$ cat config.mk
export PLATFORM = sky130hd
export DESIGN_NAME = mem_port_arbiter_flat
export DESIGN_NICKNAME = d
export VERILOG_FILES = /design/src/rtl/mem_port_arbiter_pkg.sv /design/src/rtl/mem_port_arbiter_if.sv /design/src/rtl/mem_port_arbiter_rr_picker.sv /design/src/rtl/mem_port_arbiter.sv /design/src/flat_wrapper.sv
export SDC_FILE = /design/constraint.sdc
export NUM_CORES = 1
export LEC_CHECK = 0
export CAP_MARGIN = 20
export CORE_ASPECT_RATIO = 0.9
export CORE_UTILIZATION = 35
export DETAILED_ROUTE_END_ITERATION = 10
export GPL_ROUTABILITY_DRIVEN = 0
export RECOVER_POWER = 50
export SYNTH_ARGS = -nofsm -noshare
export SYNTH_HDL_FRONTEND = slang
export SYNTH_SLANG_ARGS = --single-unit
export TNS_END_PERCENT = 30
$ cat constraint.sdc
create_clock -name clk_i -period 2.3 [get_ports clk_i]
set_input_delay 0.23 -clock clk_i [delete_from_list [all_inputs] [get_ports clk_i]]
set_output_delay 0.23 -clock clk_i [all_outputs]
set_load 0.005 [all_outputs]
$ cat src/rtl/mem_port_arbiter_pkg.sv
// Shared constants and types for the three-way memory port arbiter.
// Requester k drives Mux3 select value k.
package arb_pkg;

    localparam int unsigned NUM_REQ = 3;

    typedef enum logic [0:0] {
        IDLE,
        BUSY
    } arb_state_t;

    localparam logic [1:0] SEL_REQ0 = 2'b00;
    localparam logic [1:0] SEL_REQ1 = 2'b01;
    localparam logic [1:0] SEL_REQ2 = 2'b10;

endpackage

$ cat src/rtl/mem_port_arbiter_if.sv
// Request/grant handshake and memory-side strobes between requesters and the arbiter.
// The arbiter uses the slave modport; requesters and the memory side use master.
interface mem_port_arbiter_if import arb_pkg::*; ();

    logic [NUM_REQ-1:0] req_i;
    logic [NUM_REQ-1:0] grant_o;
    logic [NUM_REQ-1:0] done_o;
    logic [NUM_REQ-1:0] err_o;
    logic [1:0]         sel_o;
    logic               mem_valid_o;
    logic               mem_ready_i;

    modport slave (
        input  req_i,
        input  mem_ready_i,
        output grant_o,
        output done_o,
        output err_o,
        output sel_o,
        output mem_valid_o
    );

    modport master (
        output req_i,
        output mem_ready_i,
        input  grant_o,
        input  done_o,
        input  err_o,
        input  sel_o,
        input  mem_valid_o
    );

endinterface

$ cat src/rtl/mem_port_arbiter_rr_picker.sv
// Combinational round-robin picker: searches from (last+1) mod 3 upward, wrapping,
// and returns the first pending requester.
module rr_picker import arb_pkg::*; (
    input  logic [NUM_REQ-1:0] req,
    input  logic [1:0]         last,
    output logic               any_req,
    output logic [1:0]         winner,
    output logic [NUM_REQ-1:0] onehot
);

    logic [1:0] start;
    logic [2:0] idx;

    always_comb begin
        any_req = |req;
        winner  = SEL_REQ0;
        idx     = 3'd0;
        unique case (last)
            SEL_REQ0: start = SEL_REQ1;
            SEL_REQ1: start = SEL_REQ2;
            default:  start = SEL_REQ0;
        endcase
        // Walk the ring backwards so the requester nearest to start is written last.
        for (int i = NUM_REQ - 1; i >= 0; i--) begin
            idx = {1'b0, start} + 3'(i);
            if (idx >= 3'(NUM_REQ)) begin
                idx = idx - 3'(NUM_REQ);
            end
            if (req[idx[1:0]]) begin
                winner = idx[1:0];
            end
        end
        onehot = any_req ? (3'b001 << winner) : 3'b000;
    end

endmodule

$ cat src/rtl/mem_port_arbiter.sv
// Round-robin owner of a single-ported memory shared by fetch, LSU and debug/DMA,
// with a watchdog that aborts a transaction the memory never completes.
module mem_port_arbiter import arb_pkg::*; #(
    parameter int unsigned TIMEOUT_CYCLES = 16,
    parameter int unsigned CNT_WIDTH      = 5
) (
    input  logic               clk_i,
    input  logic               rst_ni,
    mem_port_arbiter_if.slave  bus
);

    localparam logic [CNT_WIDTH-1:0] CNT_LAST =
        CNT_WIDTH'((TIMEOUT_CYCLES == 0) ? 0 : TIMEOUT_CYCLES - 1);

    arb_state_t           state_q, state_d;
    logic [NUM_REQ-1:0]   grant_q, grant_d;
    logic [1:0]           sel_q, sel_d;
    logic [1:0]           last_q, last_d;
    logic [CNT_WIDTH-1:0] cnt_q, cnt_d;
    logic [NUM_REQ-1:0]   done, err;
    logic                 any_req;
    logic [1:0]           pick;
    logic [NUM_REQ-1:0]   pick_onehot;
    logic                 timeout;

    rr_picker u_picker (
        .req     (bus.req_i),
        .last    (last_q),
        .any_req (any_req),
        .winner  (pick),
        .onehot  (pick_onehot)
    );

    assign timeout = (TIMEOUT_CYCLES != 0) && (cnt_q == CNT_LAST);

    always_comb begin
        state_d = state_q;
        grant_d = grant_q;
        sel_d   = sel_q;
        last_d  = last_q;
        cnt_d   = cnt_q;
        done    = '0;
        err     = '0;
        unique case (state_q)
            IDLE: begin
                if (any_req) begin
                    state_d = BUSY;
                    grant_d = pick_onehot;
                    sel_d   = pick;
                    cnt_d   = '0;
                end
            end
            BUSY: begin
                // Completion wins over a coincident timeout.
                if (bus.mem_ready_i || timeout) begin
                    if (bus.mem_ready_i) begin
                        done = grant_q;
                    end else begin
                        err = grant_q;
                    end
                    state_d = IDLE;
                    grant_d = '0;
                    last_d  = sel_q;
                end else begin
                    cnt_d = cnt_q + 1'b1;
                end
            end
            default: state_d = IDLE;
        endcase
    end

    always_ff @(posedge clk_i or negedge rst_ni) begin
        if (!rst_ni) begin
            state_q <= IDLE;
            grant_q <= '0;
            sel_q   <= SEL_REQ0;
            last_q  <= SEL_REQ2;
            cnt_q   <= '0;
        end else begin
            state_q <= state_d;
            grant_q <= grant_d;
            sel_q   <= sel_d;
            last_q  <= last_d;
            cnt_q   <= cnt_d;
        end
    end

    assign bus.grant_o     = grant_q;
    assign bus.sel_o       = sel_q;
    assign bus.mem_valid_o = |grant_q;
    assign bus.done_o      = done;
    assign bus.err_o       = err;

endmodule

$ cat src/flat_wrapper.sv
// flat-port wrapper written by rule: the top's interface ports become plain ports
module mem_port_arbiter_flat import arb_pkg::*;
#(
    parameter int unsigned TIMEOUT_CYCLES = 16,
    parameter int unsigned CNT_WIDTH      = 5
)
  (clk_i, rst_ni, bus_req_i, bus_mem_ready_i, bus_grant_o, bus_done_o, bus_err_o, bus_sel_o, bus_mem_valid_o);
  mem_port_arbiter_if bus_i ();
  input  logic clk_i;
  input  logic rst_ni;
  input wire logic [$bits(bus_i.req_i)-1:0] bus_req_i;
  input wire logic [$bits(bus_i.mem_ready_i)-1:0] bus_mem_ready_i;
  output wire logic [$bits(bus_i.grant_o)-1:0] bus_grant_o;
  output wire logic [$bits(bus_i.done_o)-1:0] bus_done_o;
  output wire logic [$bits(bus_i.err_o)-1:0] bus_err_o;
  output wire logic [$bits(bus_i.sel_o)-1:0] bus_sel_o;
  output wire logic [$bits(bus_i.mem_valid_o)-1:0] bus_mem_valid_o;
  assign bus_i.req_i = bus_req_i;
  assign bus_i.mem_ready_i = bus_mem_ready_i;
  assign bus_grant_o = bus_i.grant_o;
  assign bus_done_o = bus_i.done_o;
  assign bus_err_o = bus_i.err_o;
  assign bus_sel_o = bus_i.sel_o;
  assign bus_mem_valid_o = bus_i.mem_valid_o;
  mem_port_arbiter #(.TIMEOUT_CYCLES(TIMEOUT_CYCLES), .CNT_WIDTH(CNT_WIDTH)) u_core (.clk_i(clk_i), .rst_ni(rst_ni), .bus(bus_i));
endmodule
==> out/results.txt, run 1 <==
In the final layout, the share of cells above drive strength 1 is 5.88%. The period utilization was 92.9%; the worst endpoint required time was 2070 ps. H-tree level count: 1. The most common flop cell mapped by yosys was dfrtp_1.

Count of unique library cells instantiated by Yosys: 26. Achievable frequency: 468 MHz. The path category of the worst min-delay check is in2async. The worst reg2reg path depth was 6.

On the critical path, the stage with the largest delay is an instance of clkdlybuf4s50_1. For this run, the total global-route usage over all layers was measured as 17.6%. The number of antenna diodes in the final layout is 0. For this run, asynchronously set or reset flops after synthesis account for 100%.

The number of synthesized flops with an enable pin was 0; the final net count was 94. The tool flagged a number of max-cap violations equal to 0. The mapped netlist covers 662 um^2. The peak fanout along the critical path works out to 5. The tools report the element type at the critical path end as an output pin.

The leakage power of the design came out at 0.401 nW. The I/O pin count was 18; the transition time at the pin with the least slew margin was 582 ps. For the iteration count of the initial detailed-routing pass, the log shows 4. The die width works out to 47.8 um. Final critical path time including I/O delays and setup: 2140 ps. Dividing the detail-routed wire length by the instance count gives 13.0 um. The placed cell area is 843 um^2.

Detailed-placement wirelength estimate: 1040 um. The first global-routing pass estimated 2490 um of wire. Traced cell by cell, the critical path runs through ha_1, and3_1, ha_1, and3_1, clkdlybuf4s50_1. From synthesis to final layout, the design area changed by 31.4%.

Setup repair after global routing left no endpoint under its margin. The run gives 105 as the number of cells after detailed placement. Setup total negative slack on the finished layout was measured at 0 ps.

The total number of yosys warnings is 0. The logs give 528 for the via count of the first global-routing pass and 180 for the fill cell total of the finished layout. The floorplan step defined a core boundary enclosing 1720 um^2. For this run, design rule violations remaining after detail routing come to 0. The average instance in the mapped netlist occupies 10.0 um^2. TritonCTS built the clock tree.

Register area: 327 um^2. The clock reaches the later pin of the worst-skew pair after 270 ps. The site row count is 14, and the maximum cell stage delay along the critical path is 450 ps. The final layout contains routed wiring with a total length of 1420 um.

For the worst clock skew on the final layout, the log shows 1.80 ps. Setup slack closes at 163 ps. In this run the tightest slew margin relative to its limit is 60.7%. Quantity of I/O buffers inserted on ports: 17. The flow ran to the end, and the final reports show no timing, DRC or antenna violations.

The share of the yosys chip area belonging to registers was 49.3%. The post-CTS setup repair buffer count is 0, and the areal power density over the cells is 977 nW/um^2. The tools report the number of pins exceeding their max-slew limit in the final report as 0. The run gives 0 as the final hold violation count.

The CTS clock-pin slew for the worst setup and hold paths is 80 ps. Once detail routing completed, the nets flagged for antenna violations numbered 0. The tools report the area of combinational cells with multiple inputs as 298 um^2. The clock root buffer was clkbuf_4. The total global routing overflow came out at 0.

The effective utilization at floorplan is 38.6%. Setup violations remaining at the end of the flow were counted as 0. The tools report the synthesized netlist net count as 74. The largest net degree at the start of global routing was 14; the maximum number of buffers from clock root to sink was 2.

STA classifies the critical path startpoint as a flip-flop. The flop and latch count out of synthesis was 13; the setup slack at placement was 209 ps. The TritonCTS buffer count is 3. For the worst setup path, the data arrival time is 1910 ps. The largest vdd supply drop is 0.493 mV, and the worst-case hold slack is 391 ps.

The vertical die dimension was 43.3 um; the via total after detailed routing was 553. Startpoint of the worst-slack reg-to-reg timing path: u_core.cnt_q[0]$_DFFE_PN0P_. Gates resized during post-CTS repair numbered 0. The clock net in this run drives a total of 13 sinks.

The final standard cell count with taps included and fillers excluded was 109; the gate count after technology mapping was 66. The cell area after layout is 870 um^2. In this run, post-CTS hold repair placed 0 buffers. For the number of violations reported at the end of detailed-routing iteration 0, the log shows 12. The average via count per standard cell was 5.07.

The die covers 2070 um^2. The most critical setup path has its startpoint at u_core.cnt_q[0]$_DFFE_PN0P_. The critical path in this run is classified as reg2out. The run gives 0 as the number of antenna violations at the first check in global routing.
-- power by group --
group          total, mW  leakage (nW)  switching [mW]  internal, mW
clock              0.141        0.0150          0.0738        0.0671
combinational      0.319         0.219           0.138         0.181
sequential         0.390         0.167          0.0821         0.308
-- flip-flops by register name (all words and copies together), names as in the netlist --
name / count
u_core.state_q: 1
u_core.last_q: 2
u_core.bus.sel_o: 2
u_core.cnt_q: 5
u_core.bus.grant_o: 3
-- critical path, delay by kind of cell, from the launching register on --
| family | cells | cell delay (ps) |
|---|---|---|
| buf+inv | 1 | 450 |
| fa+ha+maj | 2 | 420 |
| flops | 1 | 410 |
| simple gates | 2 | 360 |
-- cell usage after synthesis, types with 2 or more instances --
cell type,number,share of area [%]
a21oi_1,3,2.3
and3_1,7,6.6
dfrtp_1,12,45
ha_1,2,3.8
inv_1,5,2.8
nand2_1,5,2.8
nor2_1,2,1.1
nor2b_1,3,2.8
o21ai_0,6,4.5
o22ai_1,3,2.8
or3_1,3,2.8
-- stage by stage --
| step | power [mW] | utilization (%) |
|---|---|---|
| floorplan | 0.573 | - |
| global placement | 0.725 | 49.1 |
| detailed placement | 0.730 | 49.1 |
| CTS | 0.877 | 50.7 |
| global route | 0.921 | 50.7 |
| finish | 0.850 | 50.7 |
-- per-layer routing --
| layer | GRT usage (%) | vias to the layer above | routed length (um) |
|---|---|---|---|
| li1 | - | 278 | - |
| met1 | 25.6 | 257 | 706 |
| met2 | 24.3 | 16 | 616 |
| met3 | 2.55 | 2 | 78 |
| met4 | 10.0 | 0 | 15 |
| met5 | 0 | - | 0 |
-- cells in the final DEF (no fill, tap or decap), drive strengths merged, types with 2 or more instances in the layout --
cell type      instances
a21oi                  3
and3                   7
clkbuf                 4
clkdlybuf4s50         11
dfrtp                 12
dlygate4sd3            6
ha                     2
inv                    5
nand2                  5
nor2                   2
nor2b                  3
o21ai                  6
o22ai                  3
or3                    3
-- logic make-up (layout without fill, tap and decap cells) --
logic type	count (synthesis)	in the layout	synth area share, %
DFF	13	13	49.3
AOI/OAI and AO/OA	19	19	18.9
and+or+nand+nor	23	23	19.1
muxes	2	2	3.21
adders and majority gates	2	2	3.78
buffers and inverters	7	26	5.67
-- final cells by class --
cell class	count	area share (%)
inverter	5	2.16
clock buffer	4	3.02
timing repair buffer	17	19.6
multi-input combinational	46	34.2
tap	24	3.45
sequential	13	37.6
-- final timing paths --
kind	to	slack (ps)
max in group asynchronous	u_core.last_q[0]$_DFFE_PN0P_	1530
worst max-delay path	bus_err_o[1]	160
worst min register to register	u_core.cnt_q[0]$_DFFE_PN0P_	510
worst min-delay path	u_core.bus.sel_o[0]$_DFFE_PN0P_	390
worst max register to register	u_core.cnt_q[3]$_DFFE_PN0P_	190
min in group clk_i	u_core.cnt_q[0]$_DFFE_PN0P_	510
No activity file was read; power rests on OpenSTA's default activity.
==> run 2, diff against run 1 <==
--- a/config.mk
+++ b/config.mk
@@ -5,9 +5,8 @@
 export SDC_FILE = /design/constraint.sdc
 export NUM_CORES = 1
 export LEC_CHECK = 0
-export CAP_MARGIN = 20
 export CORE_ASPECT_RATIO = 0.9
-export CORE_UTILIZATION = 35
+export CORE_UTILIZATION = 28
 export DETAILED_ROUTE_END_ITERATION = 10
 export GPL_ROUTABILITY_DRIVEN = 0
 export RECOVER_POWER = 50
==> out/results.txt, run 2 (synthesis results as in run 1) <==
The worst clock skew on the final layout came out at 8.84 ps (+7.04 ps). The number of max-cap violations came out at 0 (unchanged). TritonCTS built the clock tree.

The maximum number of buffers from clock root to sink is 2 (unchanged). The post-CTS setup repair buffer count was 0 (unchanged). The clock sink count is 13 (unchanged).

For the H-tree level count, the log shows 1 (unchanged). The signal arrival time at the worst endpoint is 1900 ps (about the same). The run gives 2070 ps (about the same) as the worst endpoint required time.

The leakage power of the design came out at 0.402 nW (about the same). For the number of violations reported at the end of detailed-routing iteration 0, the log shows 2 (-10). The slack of the critical path is 167 ps (+3.78 ps). For the achievable frequency, the log shows 469 MHz (+0.18%).

The tools report the via total after detailed routing as 557 (+0.72%). The worst setup path category was reg2out. Number of flip-flops in the largest register: 5 (unchanged). Family of cells with the greatest summed delay on the critical path: adder cells.

The largest individual stage delay along the critical path comes from the cell clkdlybuf4s50_1. The post-detailed-route DRC marker count was 0 (unchanged); the number of antenna violations at the first check in global routing was 0 (unchanged). The die width was 53.3 um (+11%); the peak fanout along the critical path was 5 (unchanged).

The die outline area was 2560 um^2 (+24%). The maximum cell stage delay along the critical path was 430 ps (-20 ps); the average wire per standard cell was 12.0 um (-7.3%). The worst register-to-register path ends at u_core.cnt_q[3]$_DFFE_PN0P_.

The final net count is 94 (unchanged). The register area is 327 um^2 (unchanged). The run finished with clean final reports. In this run the worst hold path is classified as in2async.

The worst-case hold slack was 385 ps (-6.26 ps). The number of cells after detailed placement was 108 (+2.9%); the final standard cell count with taps included and fillers excluded was 112 (+2.8%). Residual antenna-violating net count after detailed routing: 0 (unchanged). The run gives 451 (-15%) as the via count of the first global-routing pass. The tools report the detailed-placement wirelength estimate as 1020 um (-2.5%).

The cell sitting at the root of the clock tree is a clkbuf_4. The CTS clock-pin slew for the worst setup and hold paths is 80 ps (about the same), and the global-route usage over all layers is 12.1% (-5.6 points). The final critical path time including I/O delays and setup works out to 2130 ps (-3.78 ps). Setup repair after global routing left no endpoint under its margin. The worst setup path is launched from a flip-flop.

The area growth from synthesis to layout is 31.9%. The total global routing overflow came out at 0 (unchanged). The register-to-register setup slack was 170 ps (-20 ps). The utilization after layout is 39.7% (-11 points). The average via count per standard cell came out at 4.97 (-2.0%). Period utilization: 92.7% (-0.16 points). The transition time at the pin with the least slew margin came out at 608 ps (+26.1 ps). The top cell types in the final layout, fill and taps aside, are dfrtp_1 (12), clkdlybuf4s50_1 (11), and3_1 (7). The logs give 58.9% (-1.8 points) for the headroom to the max-slew limit and 0.439 mV (-11%) for the largest vdd supply drop. The startpoint identified for the worst register-to-register timing path is u_core.cnt_q[0]$_DFFE_PN0P_. For the effective utilization at floorplan, the log shows 30.1% (-8.5 points).

Most common library cell in the layout ignoring fill and taps: dfrtp_1. The tools report the TritonCTS buffer count as 3 (unchanged). The logs give 232 (+29%) for the fill cell total of the finished layout and 0 (unchanged) for the final count of negative-setup-slack endpoints. The logs give 298 um^2 (unchanged) for the area of combinational cells with multiple inputs and 2200 um^2 (+28%) for the standard cell core area. The run gives 0 (unchanged) as the number of gates resized after CTS. The worst path buffer plus inverter count was 1 (unchanged); the total detailed-routing wirelength was 1350 um (-4.7%). The worst reg2reg path depth was 6 (unchanged); the areal power density over the cells was 965 nW/um^2 (-1.3%). Quantity of I/O buffers inserted on ports: 17 (unchanged).

For the I/O pin count, the log shows 18 (unchanged). The tools report the clock latency at the later pin of the worst-skew pair as 280 ps (about the same). Setup slack at placement: 184 ps (-25.4 ps). The number of buffers inserted for hold repair after clock tree synthesis is 0 (unchanged), and the iteration count of the initial detailed-routing pass is 4 (unchanged). The number of pins exceeding their max-slew limit in the final report was 0 (unchanged). The register with the most flip-flops in the final layout is u_core.cnt_q.

The final hold violation count is 0 (unchanged), and the diode insertion count for antenna repair is 0 (unchanged). The run gives 14 (unchanged) as the largest net degree at the start of global routing. The first-pass GRT wire length was 2080 um (-16%).

Vertical die dimension: 48.1 um (+11%). The element type at the critical path end is an output pin. The share of cells above drive strength 1 came out at 5.88% (unchanged).

Traced cell by cell, the critical path runs through ha_1, and3_1, ha_1, and3_1, clkdlybuf4s50_1. The site row count is 16 (+2). The aggregate negative setup slack was 0 ps (unchanged).
-- run 2: power by group --
group	switching, mW	internal, mW
combinational	0.135	0.181
clock	0.0694	0.0673
sequential	0.0813	0.308
total	0.286	0.556
-- run 2: layout make-up --
type	instances	area share [%]
flip-flops and latches	13	37.4
inverters	5	2.15
clock buffers	4	3.01
multi-input cells	46	34.1
well taps	27	3.87
repair buffers	17	19.5
-- run 2: per-stage QoR --
step	area [um^2]	total power, mW
after global placement	847	0.724
after global routing	873	0.923
after CTS	873	0.866
final	873	0.842
after floorplan	662	0.573
after detailed placement	847	0.725
-- run 2: how the worst max path moves through the flow --
stage	from	endpoint	slack, ps	cells past startpoint
3_5_place_dp	u_core.cnt_q[0]$_DFFE_PN0P_	u_core.cnt_q[3]$_DFFE_PN0P_	180	6
3_3_place_gp	u_core.cnt_q[0]$_DFFE_PN0P_	u_core.cnt_q[3]$_DFFE_PN0P_	240	6
5_1_grt	u_core.cnt_q[0]$_DFFE_PN0P_	bus_err_o[1]	80	5
4_1_cts	u_core.cnt_q[0]$_DFFE_PN0P_	bus_err_o[0]	160	5
6_report	u_core.cnt_q[0]$_DFFE_PN0P_	bus_err_o[0]	170	5
2_1_floorplan	u_core.cnt_q[0]$_DFFE_PN0P_	u_core.cnt_q[2]$_DFFE_PN0P_	330	7
-- run 2: metal layers --
layer | global-route usage [%] | vias to the layer above | wire, um
met3 | 5.61 | 2 | 86
met5 | 0 | - | 0
li1 | - | 282 | -
met4 | 4.74 | 0 | 23
met2 | 15.0 | 15 | 524
met1 | 17.6 | 258 | 714
==> run 3, diff against run 2 <==
--- a/config.mk
+++ b/config.mk
@@ -5,7 +5,8 @@
 export SDC_FILE = /design/constraint.sdc
 export NUM_CORES = 1
 export LEC_CHECK = 0
-export CORE_ASPECT_RATIO = 0.9
+export ABC_AREA = 1
+export CORE_ASPECT_RATIO = 1.4
 export CORE_UTILIZATION = 28
 export DETAILED_ROUTE_END_ITERATION = 10
 export GPL_ROUTABILITY_DRIVEN = 0
==> out/results.txt, run 3 <==
The area of combinational cells with multiple inputs came out at 305 um^2 (+2.5%). The register area came out at 327 um^2 (unchanged). The flow ran to the end, but the final reports show violations. The maximum number of buffers from clock root to sink was 2 (unchanged); the worst clock skew on the final layout was 0.354 ps (-8.49 ps). The fill cell total of the finished layout is 233 (+0.43%), and the aggregate negative setup slack is 0 ps (unchanged). The site row count is 20 (+4). TritonCTS built the clock tree. Setup repair after global routing left no endpoint under its margin. The worst endpoint required time was 2070 ps (about the same); the iteration count of the initial detailed-routing pass was 6 (+2). Residual antenna-violating net count after detailed routing: 0 (unchanged).

I/O pin count: 18 (unchanged). The gate count after technology mapping came out at 87 (+32%). The worst setup path is captured at an output pin. Peak fanout along the critical path: 5 (unchanged). The placed cell area is 880 um^2 (+3.8%), and the worst reg2reg path depth is 10 (+4). The cell with the most instances after synthesis was nand2_1.

Most common flop cell mapped by yosys: dfrtp_1. The share of cells above drive strength 1 came out at 14.5% (+8.7 points). The leakage power of the design is 0.498 nW (+24%), and the via total after detailed routing is 640 (+15%). Yosys attributes the largest share of cell area to dfrtp_1 (44%), nand2_1 (12%), inv_1 (5.5%). The average wire per standard cell was 11.3 um (-6.0%).

Register name with the most flops: u_core.cnt_q. The path class of the tightest hold or removal check is in2async. The run gives 0 (unchanged) as the total global routing overflow.

The worst setup path category was reg2out. The tools report the cell area after layout as 931 um^2 (+6.6%). The final hold violation count is 0 (unchanged), and the detailed-placement wirelength estimate is 1130 um (+11%). The diode insertion count for antenna repair came out at 0 (unchanged). The quantity of I/O buffers inserted on ports is 17 (unchanged).

The flop and latch count out of synthesis came out at 13 (unchanged). The transition time at the pin with the least slew margin is 575 ps (-33.3 ps), and the clock sink count is 13 (unchanged). The die width came out at 43.7 um (-18%). The period utilization was 89.6% (-3.1 points); the power consumption was 0.987 mW (+17%).

The worst register-to-register path begins at u_core.cnt_q[0]$_DFFE_PN0P_. Final count of negative-setup-slack endpoints: 0 (unchanged). The number of violations reported at the end of detailed-routing iteration 0 came out at 16 (+14). The share of synthesized registers carrying an async set or reset works out to 100% (unchanged).

The run gives 61.5% (+2.6 points) as the headroom to the max-slew limit. The count of unique library cells instantiated by Yosys is 17 (-35%). Clock latency at the later pin of the worst-skew pair: 280 ps (about the same). For the number of max-cap violations, the log shows 0 (unchanged).

The share of the yosys chip area belonging to registers is 47.9% (-1.4 points), and the signal arrival time at the worst endpoint is 1830 ps (-70 ps). In the layout the commonest cells are nand2_1 (21), dfrtp_1 (12), inv_1 (10), nor2_1 (10), clkdlybuf4s50_1 (9). For the via count of the first global-routing pass, the log shows 642 (+42%). The first-pass GRT wire length came out at 2620 um (+26%). The synthesized netlist net count is 95 (+28%), and the H-tree level count is 1 (unchanged). The standard cell core area is 2230 um^2 (+1.1%), and the vertical die dimension is 60.4 um (+25%).

The run gives 0 (unchanged) as the number of pins exceeding their max-slew limit in the final report. The average via count per standard cell is 4.85 (-2.5%). The run gives 14 (unchanged) as the largest net degree at the start of global routing. The checks that failed: design-rule violations. The commonest cells after synthesis are nand2_1 (21), dfrtp_1 (12), inv_1 (10), nor2_1 (10), o21ai_0 (7). TritonCTS buffer count: 3 (unchanged). The tools report the synthesized cell area as 682 um^2 (+3.0%). The worst setup path is launched from a flip-flop. Clock root buffer: clkbuf_4. The total detailed-routing wirelength was 1490 um (+11%).

The number of synthesized flops with an enable pin was 0 (unchanged). The most critical setup path has its endpoint at bus_err_o[1]. The die outline area was 2640 um^2 (+3.0%). The endpoint identified for the worst register-to-register timing path is u_core.cnt_q[2]$_DFFE_PN0P_. The number of flip-flops in the largest register is 5 (unchanged). The library cell used most frequently in the layout, excluding fill and tap cells, is nand2_1. The areal power density over the cells was 1060 nW/um^2 (+9.9%). The logs give 530 ps (+360 ps) for the register-to-register setup slack and 119 (+27%) for the final net count. The CTS clock-pin slew for the worst setup and hold paths came out at 80 ps (about the same). The achievable frequency is 485 MHz (+3.5%), and the share of the synthesized area in the top cell type is 44.0% (-1.3 points). The largest total area in the synthesized netlist belongs to dfrtp_1. The total number of yosys warnings was 0 (unchanged).

The final critical path time including I/O delays and setup is 2060 ps (-71.9 ps), and the effective utilization at floorplan is 30.6% (+0.56 points). The synthesis-to-finish area growth was 36.5%. In this run the worst setup path begins at u_core.cnt_q[1]$_DFFE_PN0P_. The number of antenna violations at the first check in global routing came out at 0 (unchanged).

The mean area per synthesized cell is 7.84 um^2 (-22%), and the largest vdd supply drop is 0.419 mV (-4.6%). For the post-detailed-route DRC marker count, the log shows 3 (+3). The global-route usage over all layers was 13.8% (+1.7 points).
[run 3: stage by stage]
stage | util (%) | worst slack [ps] | cells | hold slack [ps]
floorplan | - | 707 | 87 | -65.6
global placement | 39.5 | 189 | 126 | 491
detailed placement | 39.5 | 132 | 126 | 503
CTS | 41.3 | -147 | 132 | 330
global route | 41.8 | 67.4 | 132 | 426
finish | 41.8 | 239 | 132 | 380
[run 3: cell families (layout without fill, tap and decap cells)]
kind of cell	count (synthesis)	count (layout)	share of synthesized area, %
flip-flops	13	13	47.9
adder cells (fa/ha/maj)	2	2	3.67
XOR/XNOR	1	1	1.28
AO/OA/AOI/OAI	13	13	10.3
buffers and inverters	14	37	7.71
AND/OR/NAND/NOR	44	44	29.2
[run 3: how the worst min path moves through the flow]
stage / from / slack [ps] / to / depth (start not counted)
after floorplan: rst_ni / -70 / u_core.bus.grant_o[0]$_DFFE_PN0P_ / 0
final: rst_ni / 380 / u_core.cnt_q[2]$_DFFE_PN0P_ / 1
after global placement: u_core.cnt_q[1]$_DFFE_PN0P_ / 490 / u_core.cnt_q[1]$_DFFE_PN0P_ / 2
after CTS: rst_ni / 330 / u_core.cnt_q[2]$_DFFE_PN0P_ / 1
after detailed placement: u_core.cnt_q[1]$_DFFE_PN0P_ / 500 / u_core.cnt_q[1]$_DFFE_PN0P_ / 2
after global routing: rst_ni / 430 / u_core.cnt_q[2]$_DFFE_PN0P_ / 1
[run 3: cell type report]
| type | instances | share of cell area, % |
|---|---|---|
| Inverter | 14 | 5.65 |
| Clock buffer | 4 | 2.82 |
| Sequential cell | 13 | 35.1 |
| Timing Repair Buffer | 19 | 20.7 |
| Tap cell | 22 | 2.96 |
| Multi-Input combinational cell | 60 | 32.8 |
[run 3: repair_timing]
action / CTS / global route
endpoints found under the setup margin: 3 / 3
gates cloned: 0 / 0
gates resized for setup: 0 / 4
hold buffers: 0 / 0
setup buffers: 2 / 0
[run 3: power breakdown]
part	internal (mW)	leakage (nW)	total [mW]	switching, mW
Clock	0.0674	0.0150	0.143	0.0757
Sequential	0.317	0.166	0.385	0.0678
Combinational	0.216	0.317	0.459	0.244
Total	0.600	0.498	0.987	0.387
[run 3: metal layers]
metal	vias up	track usage, %	share of wire (%)
li1	325	-	-
met1	295	16.4	41
met2	15	22.8	52
met3	5	2.08	4.6
met4	0	9.38	2.8
met5	-	0	0
[run 3: critical path: stages (launching register included)]
cell	delay, ps
dfrtp_1	360
ha_2	180
nand2_1	60
nor2_1	90
ha_1	150
nor2_1	60
nor2_2	130
inv_2	70
or2_4	250
nor2_2	70
dlymetal6s2s_1	120
